### config.mk
export PLATFORM = sky130hd
export DESIGN_NAME = ntt_operand_issuer_flat
export DESIGN_NICKNAME = d
export VERILOG_FILES = /design/src/rtl/ntt_operand_issuer_if.sv /design/src/rtl/ntt_operand_issuer.sv /design/src/flat_wrapper.sv
export SDC_FILE = /design/constraint.sdc
export NUM_CORES = 1
export LEC_CHECK = 0
export CAP_MARGIN = 20
export CORE_MARGIN = 2
export CORE_UTILIZATION = 50
export CTS_BUF_LIST = sky130_fd_sc_hd__clkbuf_8 sky130_fd_sc_hd__clkbuf_16
export CTS_CLUSTER_DIAMETER = 80
export CTS_CLUSTER_SIZE = 8
export DETAILED_ROUTE_END_ITERATION = 6
export GPL_TIMING_DRIVEN = 0
export PLACE_DENSITY = 0.78
export SLEW_MARGIN = 40
export SYNTH_ARGS = -nofsm -noshare
export SYNTH_HDL_FRONTEND = slang
export SYNTH_SLANG_ARGS = --single-unit
### constraint.sdc
create_clock -name clk -period 13.57 [get_ports clk]
set_input_delay 2.714 -clock clk [delete_from_list [all_inputs] [get_ports clk]]
set_output_delay 2.714 -clock clk [all_outputs]
set_load 0.05 [all_outputs]
### src/rtl/ntt_operand_issuer_if.sv
// ntt_operand_issuer_if
// ---------------------------------------------------------------------------
// Bundles every signal of the NTT operand issuer except clk/rst.
//   master : transform controller side (drives start/mode/en, observes rest)
//   slave  : the issuer itself
// Signals:
//   start, mode[1:0], en       control inputs to the issuer
//   busy, done                 transform progress
//   KD_mode, sel_0, sel_1      PE mode strobes
//   rd_en, rd_addr_a/b, tw_addr  read pair and twiddle address
//   wr_en, wr_addr_a/b         write-back pair (read side delayed PIPE_LAT)
//   state_dbg[1:0]             FSM state (0 IDLE, 1 ISSUE, 2 DRAIN, 3 FIN)
//   cycle_cnt[15:0]            only when ISSUER_PERF_CNT_EN is defined
//
// Handshake: start is a single-cycle request, honoured only while the issuer
// is idle and en=1; busy is high from the accepting edge until the done
// pulse. rd_en and wr_en are plain qualifiers for their address buses and
// have no back-pressure; en=0 stalls the whole block, including the
// write-back delay line.
// ---------------------------------------------------------------------------
interface ntt_operand_issuer_if #(
    parameter int ADDR_W = 7,
    parameter int TW_W   = 8
);
    logic              start;
    logic [1:0]        mode;
    logic              en;
    logic              busy;
    logic              done;
    logic              KD_mode;
    logic              sel_0;
    logic              sel_1;
    logic              rd_en;
    logic [ADDR_W-1:0] rd_addr_a;
    logic [ADDR_W-1:0] rd_addr_b;
    logic [TW_W-1:0]   tw_addr;
    logic              wr_en;
    logic [ADDR_W-1:0] wr_addr_a;
    logic [ADDR_W-1:0] wr_addr_b;
    logic [1:0]        state_dbg;
`ifdef ISSUER_PERF_CNT_EN
    logic [15:0]       cycle_cnt;

    modport master (
        output start, mode, en,
        input  busy, done, KD_mode, sel_0, sel_1, rd_en, rd_addr_a, rd_addr_b,
               tw_addr, wr_en, wr_addr_a, wr_addr_b, state_dbg, cycle_cnt
    );
    modport slave (
        input  start, mode, en,
        output busy, done, KD_mode, sel_0, sel_1, rd_en, rd_addr_a, rd_addr_b,
               tw_addr, wr_en, wr_addr_a, wr_addr_b, state_dbg, cycle_cnt
    );
`else
    modport master (
        output start, mode, en,
        input  busy, done, KD_mode, sel_0, sel_1, rd_en, rd_addr_a, rd_addr_b,
               tw_addr, wr_en, wr_addr_a, wr_addr_b, state_dbg
    );
    modport slave (
        input  start, mode, en,
        output busy, done, KD_mode, sel_0, sel_1, rd_en, rd_addr_a, rd_addr_b,
               tw_addr, wr_en, wr_addr_a, wr_addr_b, state_dbg
    );
`endif
endinterface

### src/rtl/ntt_operand_issuer.sv
// ntt_operand_issuer
// ---------------------------------------------------------------------------
// Operand-side sequencer for the unified Kyber/Dilithium butterfly PE.
// Walks every NTT/INTT pass, issuing one word-pair read address, a twiddle
// ROM address and the PE mode strobes per enabled cycle, and replays the
// pair addresses as write-back addresses PIPE_LAT enabled cycles later.
// Ports:
//   clk  - clock
//   rst  - asynchronous active-high reset (aborts a transform, no done)
//   bus  - ntt_operand_issuer_if.slave (control, read side, write side,
//          state_dbg)
// Optional: define ISSUER_PERF_CNT_EN to add bus.cycle_cnt, a saturating
// count of enabled busy cycles for the last/current transform.
// ---------------------------------------------------------------------------
module ntt_operand_issuer #(
    parameter int ADDR_W   = 7,
    parameter int PASSES_K = 4,
    parameter int PASSES_D = 7,
    parameter int PIPE_LAT = 4,
    parameter int TW_W     = 8
) (
    input logic                 clk,
    input logic                 rst,
    ntt_operand_issuer_if.slave bus
);
    localparam int KW = $clog2(ADDR_W + 1);  // holds pass, layer and shift
    localparam int DW = $clog2(PIPE_LAT) + 1;

    typedef enum logic [1:0] {IDLE = 2'd0, ISSUE = 2'd1, DRAIN = 2'd2, FIN = 2'd3} state_t;

    state_t            state_q, state_d;
    logic [1:0]        mode_q, mode_d;
    logic [KW-1:0]     k_q, k_d;
    logic [ADDR_W-2:0] j_q, j_d;
    logic [DW-1:0]     cnt_q, cnt_d;

    // registered read side
    logic              rd_en_q, sel0_q;
    logic [ADDR_W-1:0] rd_a_q, rd_b_q;
    logic [TW_W-1:0]   tw_q;

    // write-back delay line
    logic              dl_en_q [PIPE_LAT];
    logic [ADDR_W-1:0] dl_a_q  [PIPE_LAT];
    logic [ADDR_W-1:0] dl_b_q  [PIPE_LAT];

    // address generation for the pair that will be presented next cycle
    logic [KW-1:0]     passes_d, lyr_d, sh_d;
    logic [ADDR_W-1:0] j_ext, grp_d, mask_d, addr_a_d, addr_b_d;
    logic [TW_W-1:0]   tw_d;
    logic              sel0_d;

    always_comb begin
        state_d = state_q;
        mode_d  = mode_q;
        k_d     = k_q;
        j_d     = j_q;
        cnt_d   = cnt_q;
        unique case (state_q)
            IDLE: begin
                if (bus.start) begin
                    mode_d  = bus.mode;
                    k_d     = '0;
                    j_d     = '0;
                    state_d = ISSUE;
                end
            end
            ISSUE: begin
                if (&j_q) begin
                    state_d = DRAIN;
                    // DRAIN lasts PIPE_LAT cycles so the last write of this
                    // pass lands before the next pass reads.
                    cnt_d   = DW'(PIPE_LAT - 1);
                end else begin
                    j_d = j_q + 1'b1;
                end
            end
            DRAIN: begin
                if (cnt_q == '0) begin
                    if (k_q < passes_d - KW'(1)) begin
                        k_d     = k_q + KW'(1);
                        j_d     = '0;
                        state_d = ISSUE;
                    end else begin
                        state_d = FIN;
                    end
                end else begin
                    cnt_d = cnt_q - DW'(1);
                end
            end
            FIN:     state_d = IDLE;
            default: state_d = IDLE;
        endcase
    end

    always_comb begin
        passes_d = mode_d[1] ? KW'(PASSES_D) : KW'(PASSES_K);
        // INTT walks the layers in reverse order
        lyr_d    = mode_d[0] ? (passes_d - KW'(1) - k_d) : k_d;
        sh_d     = KW'(ADDR_W - 1) - lyr_d;      // log2(stride)
        j_ext    = {1'b0, j_d};
        grp_d    = j_ext >> sh_d;
        mask_d   = (ADDR_W'(1) << sh_d) - ADDR_W'(1);
        addr_a_d = (grp_d << (sh_d + KW'(1))) | (j_ext & mask_d);
        addr_b_d = addr_a_d + (ADDR_W'(1) << sh_d);
        tw_d     = (TW_W'(1) << lyr_d) + TW_W'(grp_d);
        sel0_d   = !mode_d[1] && (lyr_d != KW'(PASSES_K - 1));
    end

    always_ff @(posedge clk or posedge rst) begin
        if (rst) begin
            state_q <= IDLE;
            mode_q  <= '0;
            k_q     <= '0;
            j_q     <= '0;
            cnt_q   <= '0;
            rd_en_q <= 1'b0;
            sel0_q  <= 1'b0;
            rd_a_q  <= '0;
            rd_b_q  <= '0;
            tw_q    <= '0;
            for (int i = 0; i < PIPE_LAT; i++) begin
                dl_en_q[i] <= 1'b0;
                dl_a_q[i]  <= '0;
                dl_b_q[i]  <= '0;
            end
        end else if (bus.en) begin
            state_q <= state_d;
            mode_q  <= mode_d;
            k_q     <= k_d;
            j_q     <= j_d;
            cnt_q   <= cnt_d;
            // outside ISSUE only rd_en drops; addresses keep the last pair
            rd_en_q <= (state_d == ISSUE);
            if (state_d == ISSUE) begin
                sel0_q <= sel0_d;
                rd_a_q <= addr_a_d;
                rd_b_q <= addr_b_d;
                tw_q   <= tw_d;
            end
            for (int i = PIPE_LAT - 1; i > 0; i--) begin
                dl_en_q[i] <= dl_en_q[i-1];
                dl_a_q[i]  <= dl_a_q[i-1];
                dl_b_q[i]  <= dl_b_q[i-1];
            end
            dl_en_q[0] <= rd_en_q;
            dl_a_q[0]  <= rd_a_q;
            dl_b_q[0]  <= rd_b_q;
        end
    end

    assign bus.busy      = (state_q == ISSUE) || (state_q == DRAIN);
    assign bus.done      = (state_q == FIN);
    assign bus.KD_mode   = mode_q[1];
    assign bus.sel_1     = mode_q[0];
    assign bus.sel_0     = sel0_q;
    assign bus.rd_en     = rd_en_q;
    assign bus.rd_addr_a = rd_a_q;
    assign bus.rd_addr_b = rd_b_q;
    assign bus.tw_addr   = tw_q;
    assign bus.wr_en     = dl_en_q[PIPE_LAT-1];
    assign bus.wr_addr_a = dl_a_q[PIPE_LAT-1];
    assign bus.wr_addr_b = dl_b_q[PIPE_LAT-1];
    assign bus.state_dbg = state_q;

`ifdef ISSUER_PERF_CNT_EN
    logic [15:0] cyc_q;

    // cleared on the accepting edge, then counts every non-idle cycle
    // including FIN, so it reads the full start-to-done cycle count
    always_ff @(posedge clk or posedge rst) begin
        if (rst) begin
            cyc_q <= '0;
        end else if (bus.en) begin
            if (state_q == IDLE && state_d == ISSUE) begin
                cyc_q <= '0;
            end else if (state_q != IDLE && cyc_q != 16'hFFFF) begin
                cyc_q <= cyc_q + 16'd1;
            end
        end
    end

    assign bus.cycle_cnt = cyc_q;
`endif
endmodule

### src/flat_wrapper.sv
// flat-port wrapper written by rule: the top's interface ports become plain ports
module ntt_operand_issuer_flat 
#(
    parameter int ADDR_W   = 7,
    parameter int PASSES_K = 4,
    parameter int PASSES_D = 7,
    parameter int PIPE_LAT = 4,
    parameter int TW_W     = 8
)
  (clk, rst, bus_start, bus_mode, bus_en, bus_busy, bus_done, bus_KD_mode, bus_sel_0, bus_sel_1, bus_rd_en, bus_rd_addr_a, bus_rd_addr_b, bus_tw_addr, bus_wr_en, bus_wr_addr_a, bus_wr_addr_b, bus_state_dbg);
  ntt_operand_issuer_if #(.ADDR_W(ADDR_W), .TW_W(TW_W)) bus_i ();
  input logic clk;
  input logic rst;
  input wire logic [$bits(bus_i.start)-1:0] bus_start;
  input wire logic [$bits(bus_i.mode)-1:0] bus_mode;
  input wire logic [$bits(bus_i.en)-1:0] bus_en;
  output wire logic [$bits(bus_i.busy)-1:0] bus_busy;
  output wire logic [$bits(bus_i.done)-1:0] bus_done;
  output wire logic [$bits(bus_i.KD_mode)-1:0] bus_KD_mode;
  output wire logic [$bits(bus_i.sel_0)-1:0] bus_sel_0;
  output wire logic [$bits(bus_i.sel_1)-1:0] bus_sel_1;
  output wire logic [$bits(bus_i.rd_en)-1:0] bus_rd_en;
  output wire logic [$bits(bus_i.rd_addr_a)-1:0] bus_rd_addr_a;
  output wire logic [$bits(bus_i.rd_addr_b)-1:0] bus_rd_addr_b;
  output wire logic [$bits(bus_i.tw_addr)-1:0] bus_tw_addr;
  output wire logic [$bits(bus_i.wr_en)-1:0] bus_wr_en;
  output wire logic [$bits(bus_i.wr_addr_a)-1:0] bus_wr_addr_a;
  output wire logic [$bits(bus_i.wr_addr_b)-1:0] bus_wr_addr_b;
  output wire logic [$bits(bus_i.state_dbg)-1:0] bus_state_dbg;
  assign bus_i.start = bus_start;
  assign bus_i.mode = bus_mode;
  assign bus_i.en = bus_en;
  assign bus_busy = bus_i.busy;
  assign bus_done = bus_i.done;
  assign bus_KD_mode = bus_i.KD_mode;
  assign bus_sel_0 = bus_i.sel_0;
  assign bus_sel_1 = bus_i.sel_1;
  assign bus_rd_en = bus_i.rd_en;
  assign bus_rd_addr_a = bus_i.rd_addr_a;
  assign bus_rd_addr_b = bus_i.rd_addr_b;
  assign bus_tw_addr = bus_i.tw_addr;
  assign bus_wr_en = bus_i.wr_en;
  assign bus_wr_addr_a = bus_i.wr_addr_a;
  assign bus_wr_addr_b = bus_i.wr_addr_b;
  assign bus_state_dbg = bus_i.state_dbg;
  ntt_operand_issuer #(.ADDR_W(ADDR_W), .PASSES_K(PASSES_K), .PASSES_D(PASSES_D), .PIPE_LAT(PIPE_LAT), .TW_W(TW_W)) u_core (.clk(clk), .rst(rst), .bus(bus_i));
endmodule
## Word-level counts from Yosys, hierarchy flattened

Index checks and enable logic that the tools add are counted.

| storage, ports and cells | value |
|---|---|
| bits in registers | 100 |
| word-level logic and storage cells | 76 |
| output and inout port bits | 45 |

| operators by class | value |
|---|---|
| bitwise logic cells | 2 |
| mux-type cells | 21 |
| magnitude comparators | 1 |
| eq/ne operators | 7 |
| reductions and logical operators | 9 |
| shift operators | 4 |
| add/sub/neg operators | 10 |

Operators by type and width:

| kind | count |
|---|---|
| two-way mux 6 bit | 4 |
| two-way mux 3 bit | 6 |
| case mux 6 bit (3 select lines) | 1 |
| two-way mux 2 bit | 7 |
| case mux 3 bit (2 select lines) | 2 |
| adder 8 x 7 -> 8 bit | 1 |
| case mux 2 bit (4 select lines) | 1 |
| << shifter 1 x 3 -> 8 bit, first input constant | 1 |
| adder 7 bit | 1 |
| AND 6 x 7 -> 7 bit | 1 |
| OR 7 bit | 1 |
| << shifter 1 x 3 -> 7 bit, first input constant | 1 |
| << shifter 7 x 3 -> 7 bit | 1 |
| >> shifter 6 x 3 -> 7 bit | 1 |
| subtractor 7 x 2 -> 7 bit, second input constant | 1 |
| adder 3 x 1 -> 3 bit, second input constant | 2 |
| adder 6 x 1 -> 6 bit, second input constant | 1 |
| AND reduction 6 bit | 1 |
| subtractor 3 x 1 -> 3 bit, second input constant | 2 |
| == test 2 x 1 -> 1 bit, second input constant | 2 |
| == test 2 bit, second input constant | 2 |
| AND reduction 4 bit | 1 |
| zero test 3 bit | 1 |
| less-than comparator 3 bit | 1 |
| other kinds (11) | 11 |

## Logic depth before layout (Yosys ltp)

| depth | value |
|---|---|
| word-level depth | 16 |
| depth in mapped cells | 35 |
| gate-level depth less buffers | 31 |

## Worst setup path before layout

No wires, ideal clock.

| timing path | value |
|---|---|
| path kind | input -> register |
| from | in bus_start |
| to | reg u_core.rd_b_q[6], in the netlist u_core.bus.rd_addr_b[6] |
| path buffers | 4 |
| data arrival time | 8.251 ns |
| stages | 32 |
| setup slack | 5.200 ns |
| cells stage by stage | buf_6 -> a21bo_1 -> and2_1 -> ha_1 -> nand2_1 -> and4_1 -> nor3_1 -> ha_1 -> ha_1 -> nand2_1 -> a21boi_0 -> ha_1 -> xor2_1 -> xnor2_2 -> inv_2 -> buf_6 -> buf_2 -> ha_1 -> clkbuf_1 -> nand2_1 -> o22ai_1 -> ha_1 -> inv_1 -> fa_1 -> inv_1 -> a21oi_1 -> o21bai_1 -> a21o_1 -> a21oi_1 -> xnor2_1 -> or3_1 -> a31o_1 |

| between the ends | value |
|---|---|
| word-level cells in the longest chain between the ends | 16 |

RTL lines:

| element | RTL line | RTL |
|---|---|---|
| from (decl) | flat_wrapper.sv:14 | `input wire logic [$bits(bus_i.start)-1:0] bus_start;` |
| two-way mux 2 bit | ntt_operand_issuer.sv:61 | `if (bus.start) begin` |
| two-way mux 2 bit | ntt_operand_issuer.sv:59 | `unique case (state_q)` |
| two-way mux 2 bit | ntt_operand_issuer.sv:97 | `passes_d = mode_d[1] ? KW'(PASSES_D) : KW'(PASSES_K);` |
| subtractor 3 x 1 -> 3 bit | ntt_operand_issuer.sv:80 | `if (k_q < passes_d - KW'(1)) begin` |
| less-than comparator 3 bit | ntt_operand_issuer.sv:80 |  |
| two-way mux 3 bit | ntt_operand_issuer.sv:80 |  |
| two-way mux 3 bit | ntt_operand_issuer.sv:79 | `if (cnt_q == '0) begin` |
| case mux 3 bit (2 select lines) (*) | ntt_operand_issuer.sv:59 |  |
| via u_core.k_d[0] | ntt_operand_issuer.sv:33 | `logic [KW-1:0] k_q, k_d;` |
| [... 1 more ...] | n/a |  |
| two-way mux 3 bit (*) | ntt_operand_issuer.sv:99 | `lyr_d = mode_d[0] ? (passes_d - KW'(1) - k_d) : k_d;` |
| subtractor 3 bit (*) | ntt_operand_issuer.sv:100 | `sh_d = KW'(ADDR_W - 1) - lyr_d;` |
| << shifter 1 x 3 -> 7 bit | ntt_operand_issuer.sv:103 | `mask_d = (ADDR_W'(1) << sh_d) - ADDR_W'(1);` |
| subtractor 7 x 2 -> 7 bit | ntt_operand_issuer.sv:103 |  |
| AND 6 x 7 -> 7 bit | ntt_operand_issuer.sv:104 | `addr_a_d = (grp_d << (sh_d + KW'(1))) \| (j_ext & mask_d);` |
| OR 7 bit (*) | ntt_operand_issuer.sv:104 |  |
| via u_core.addr_a_d[0] | ntt_operand_issuer.sv:49 | `logic [ADDR_W-1:0] j_ext, grp_d, mask_d, addr_a_d, addr_b_d;` |
| adder 7 bit (*) | ntt_operand_issuer.sv:105 | `addr_b_d = addr_a_d + (ADDR_W'(1) << sh_d);` |
| to (signal assigned) | ntt_operand_issuer.sv:138 | `rd_b_q <= addr_b_d;` |
| to (decl) | ntt_operand_issuer.sv:39 | `logic [ADDR_W-1:0] rd_a_q, rd_b_q;` |

Mark *: on every way through the listed nets, which the timed path passes. The rest lies on a longest branch.
A chain may end at the register's enable or synchronous reset.

## Final worst setup path

Same ends and word-level chain as after synthesis.

==> impl_metrics.json <==
{
  "cp-start-kind": "primary input",
  "die_height_microns": 112.2,
  "cts_buffers": 9,
  "yosysUniqueCellTypes": 68,
  "grt_max_degree": 68,
  "min_period_ps": 9751,
  "routedWlPerCell_microns": 17.13,
  "numClockSinks": 100,
  "fillers": 929,
  "gp_congestion": 0.9295,
  "postCtsSetupBuffers": 0,
  "async_flop_share_pct": 100.0,
  "grt_first_pass_wirelength_microns": 22250,
  "hold_viol": 0,
  "cts_tree": "done",
  "place_inst": 760,
  "clkTransAtPathRegs_ps": 70,
  "final_nets": 667,
  "cts.repair.resized": 0,
  "final_cells": 776,
  "synth_top_flop_cell": "dfrtp_1",
  "crit_slowest_cell": "a21boi_0",
  "power_mw": 1.983,
  "post-place-ws_ps": 3632,
  "grt_usage_pct": 22.06,
  "first_pass_iters": 6,
  "vias_per_cell": 5.696,
  "ys_warn_count": 0,
  "core_region_area_sq_um": 11420,
  "avgSynthCellArea_sq_um": 10.35,
  "multiInputGateArea_sq_um": 3013,
  "max_slew_margin_pct": 53.91,
  "synth_nets": 605,
  "timing.hold.ws_ps": 479.7,
  "cts_hold_buffers": 0,
  "synth_commonest_cells": "dfrtp_1 (100), mux2_2 (72), nand2_1 (55), nor2_1 (40), ha_1 (31)",
  "slowest_delay_ps": 550,
  "p_per_area_nw_per_um2": 285.2,
  "grt_pass1_vias": 4399,
  "drive_above_1_share_pct": 20.38,
  "initial_core_util_pct": 51.28,
  "vias": 4420,
  "yosysTopAreaCell": "dfrtp_1",
  "ys_seq_area_share_pct": 42.74,
  "cts.path.max_buffers": 2,
  "grt-ovfl-total": 0,
  "initialDrtViolationCount": 365,
  "fin_setup_tns_ps": 0,
  "die_width_microns": 112.2,
  "layout_setup_ws_ps": 3819,
  "status": "finished, final reports clean",
  "tightestPinTransition_ps": 686.4,
  "grt_use_met3_pct": 4.104,
  "cap_violations": 0,
  "port_buffers": 50,
  "ant_nets": 0,
  "setup_viol": 0,
  "hpwl_microns": 9645,
  "slew_violations": 0,
  "pin_count": 51,
  "fin_worst_skew_ps": 8.629,
  "htreeDepth": 3,
  "routed_wl_microns": 13290,
  "min_path_type": "flop to flop",
  "crit_type": "primary input to flop",
  "timing.final.crit_share_pct": 71.86,
  "worstPathRequired_ps": 13820,
  "seqCellArea_sq_um": 2502,
  "rsz0062_at_grt": "false",
  "ys_ff_latch": 100,
  "clock-root-buffer": "clkbuf_16",
  "synth_area_sq_um": 5856,
  "synth_edf_count": 0,
  "yosysMostFrequentCell": "dfrtp_1",
  "end_kind": "flop",
  "use_met2_pct": 35.82,
  "netlist.area_leader.share_pct": 42.74,
  "critical-path-top-delay-family": "compound AO/OA/AOI/OAI gates",
  "drcViolationCount": 0,
  "insertion_delay_ps": 350,
  "crit_path_max_fanout": 10,
  "synth.area.top_cells": "dfrtp_1 (43%), mux2_2 (14%), ha_1 (6.6%)",
  "cp_num_buf_inv": 9,
  "areaGrowthSynthToFinish_pct": 18.72,
  "arrival_ps": 10000,
  "n_antenna_cell": 0,
  "grtUsageMet1_pct": 29.94,
  "cpMostUsedCell": "ha_1",
  "leakage_nw": 3.223,
  "core.rowCount": 39,
  "die_area_sq_um": 12590,
  "antenna_found_initial": 0,
  "max_freq_ghz": 0.1026,
  "grt_busiest_layer": "met2",
  "synth_cells": 566,
  "peakVddDrop_mv": 0.1612
}
## path summary, 6_finish.rpt
| path | cells after the start | slack, ps | startpoint | end |
|---|---|---|---|---|
| min in group asynchronous | 2 | 2730 | rst | u_core.cnt_q[1]$_DFFE_PP0P_ |
| max in group asynchronous | 3 | 10240 | rst | u_core.dl_a_q[16]$_DFFE_PP0P_ |
| setup / recovery | 33 | 3820 | bus_start | u_core.bus.rd_addr_b[6]$_DFFE_PP0P_ |
| hold / removal | 1 | 480 | u_core.cnt_q[0]$_DFFE_PP0P_ | u_core.cnt_q[0]$_DFFE_PP0P_ |
| hold reg to reg | 1 | 480 | u_core.cnt_q[0]$_DFFE_PP0P_ | u_core.cnt_q[0]$_DFFE_PP0P_ |
| setup reg to reg | 34 | 5910 | u_core.bus.state_dbg[1]$_DFFE_PP0P_ | u_core.bus.rd_addr_b[6]$_DFFE_PP0P_ |
## worst register-to-register path, delay by kind of cell, from the launching register on
family / cells / cell delay [ps]
compound gates: 10 / 2130
fa+ha+maj: 7 / 1990
buf+inv: 9 / 1300
simple gates: 5 / 1090
xor+xnor: 3 / 640
flops: 1 / 430
## cells by family after synthesis
kind of cell	synth area share, %
adders and majority gates	7.308
muxes	14.72
and+or+nand+nor	11.82
buffers and inverters	5.812
DFF	42.74
AOI/OAI and AO/OA	14.64
xor gates and xnor gates	2.970
## state kept, by name, summed over array words and instances, names as in the netlist, 6 cells and up
name and flops:
u_core.bus.tw_addr 8, u_core.dl_a_q 21, u_core.j_q 6, u_core.bus.wr_addr_a 7, u_core.dl_b_q 21, u_core.bus.rd_addr_b 7, u_core.bus.rd_addr_a 7, u_core.bus.wr_addr_b 7
## placed cells by master (no fill, tap or decap), drive strengths merged, types with 7 or more instances in the layout
master / count
clkbuf: 27
xnor2: 9
ha: 31
a31oi: 7
nor2: 41
inv: 31
o31ai: 7
xor2: 10
clkdlybuf4s50: 50
nand3: 9
a21o: 7
nor3: 9
and2: 8
mux2: 73
buf: 21
dfrtp: 100
a21oi: 30
o21ai: 28
a211oi: 8
nand2: 55
## metal layers
metal / vias up / wire [microns]
li1: 2105 / -
met4: 0 / 292
met3: 34 / 659
met2: 131 / 6234
met1: 2150 / 6105
met5: - / 0
## per-stage QoR
stage / utilization, % / instance area (sq um)
detailed placement: 57.54 / 6570
global placement: 57.23 / 6535
global route: 60.88 / 6952
floorplan: - / 5856
CTS: 60.88 / 6952
finish: 60.88 / 6952
## layout make-up
class                           count  area share [%]
Multi-Input combinational cell    398           43.34
Sequential cell                   100           36.00
Timing Repair Buffer               51           7.595
Buffer                             38           3.276
Clock buffer                        9           3.240
Tap cell                          143           2.574
Clock inverter                      7           2.250
Inverter                           30           1.728
## where the power goes
| part | leakage [nW] | switching (mW) | internal, mW |
|---|---|---|---|
| sequential | 1.27 | 0.0781 | 0.421 |
| combinational | 1.77 | 0.710 | 0.451 |
| clock | 0.185 | 0.121 | 0.202 |
(Power assumes the default switching activity.)
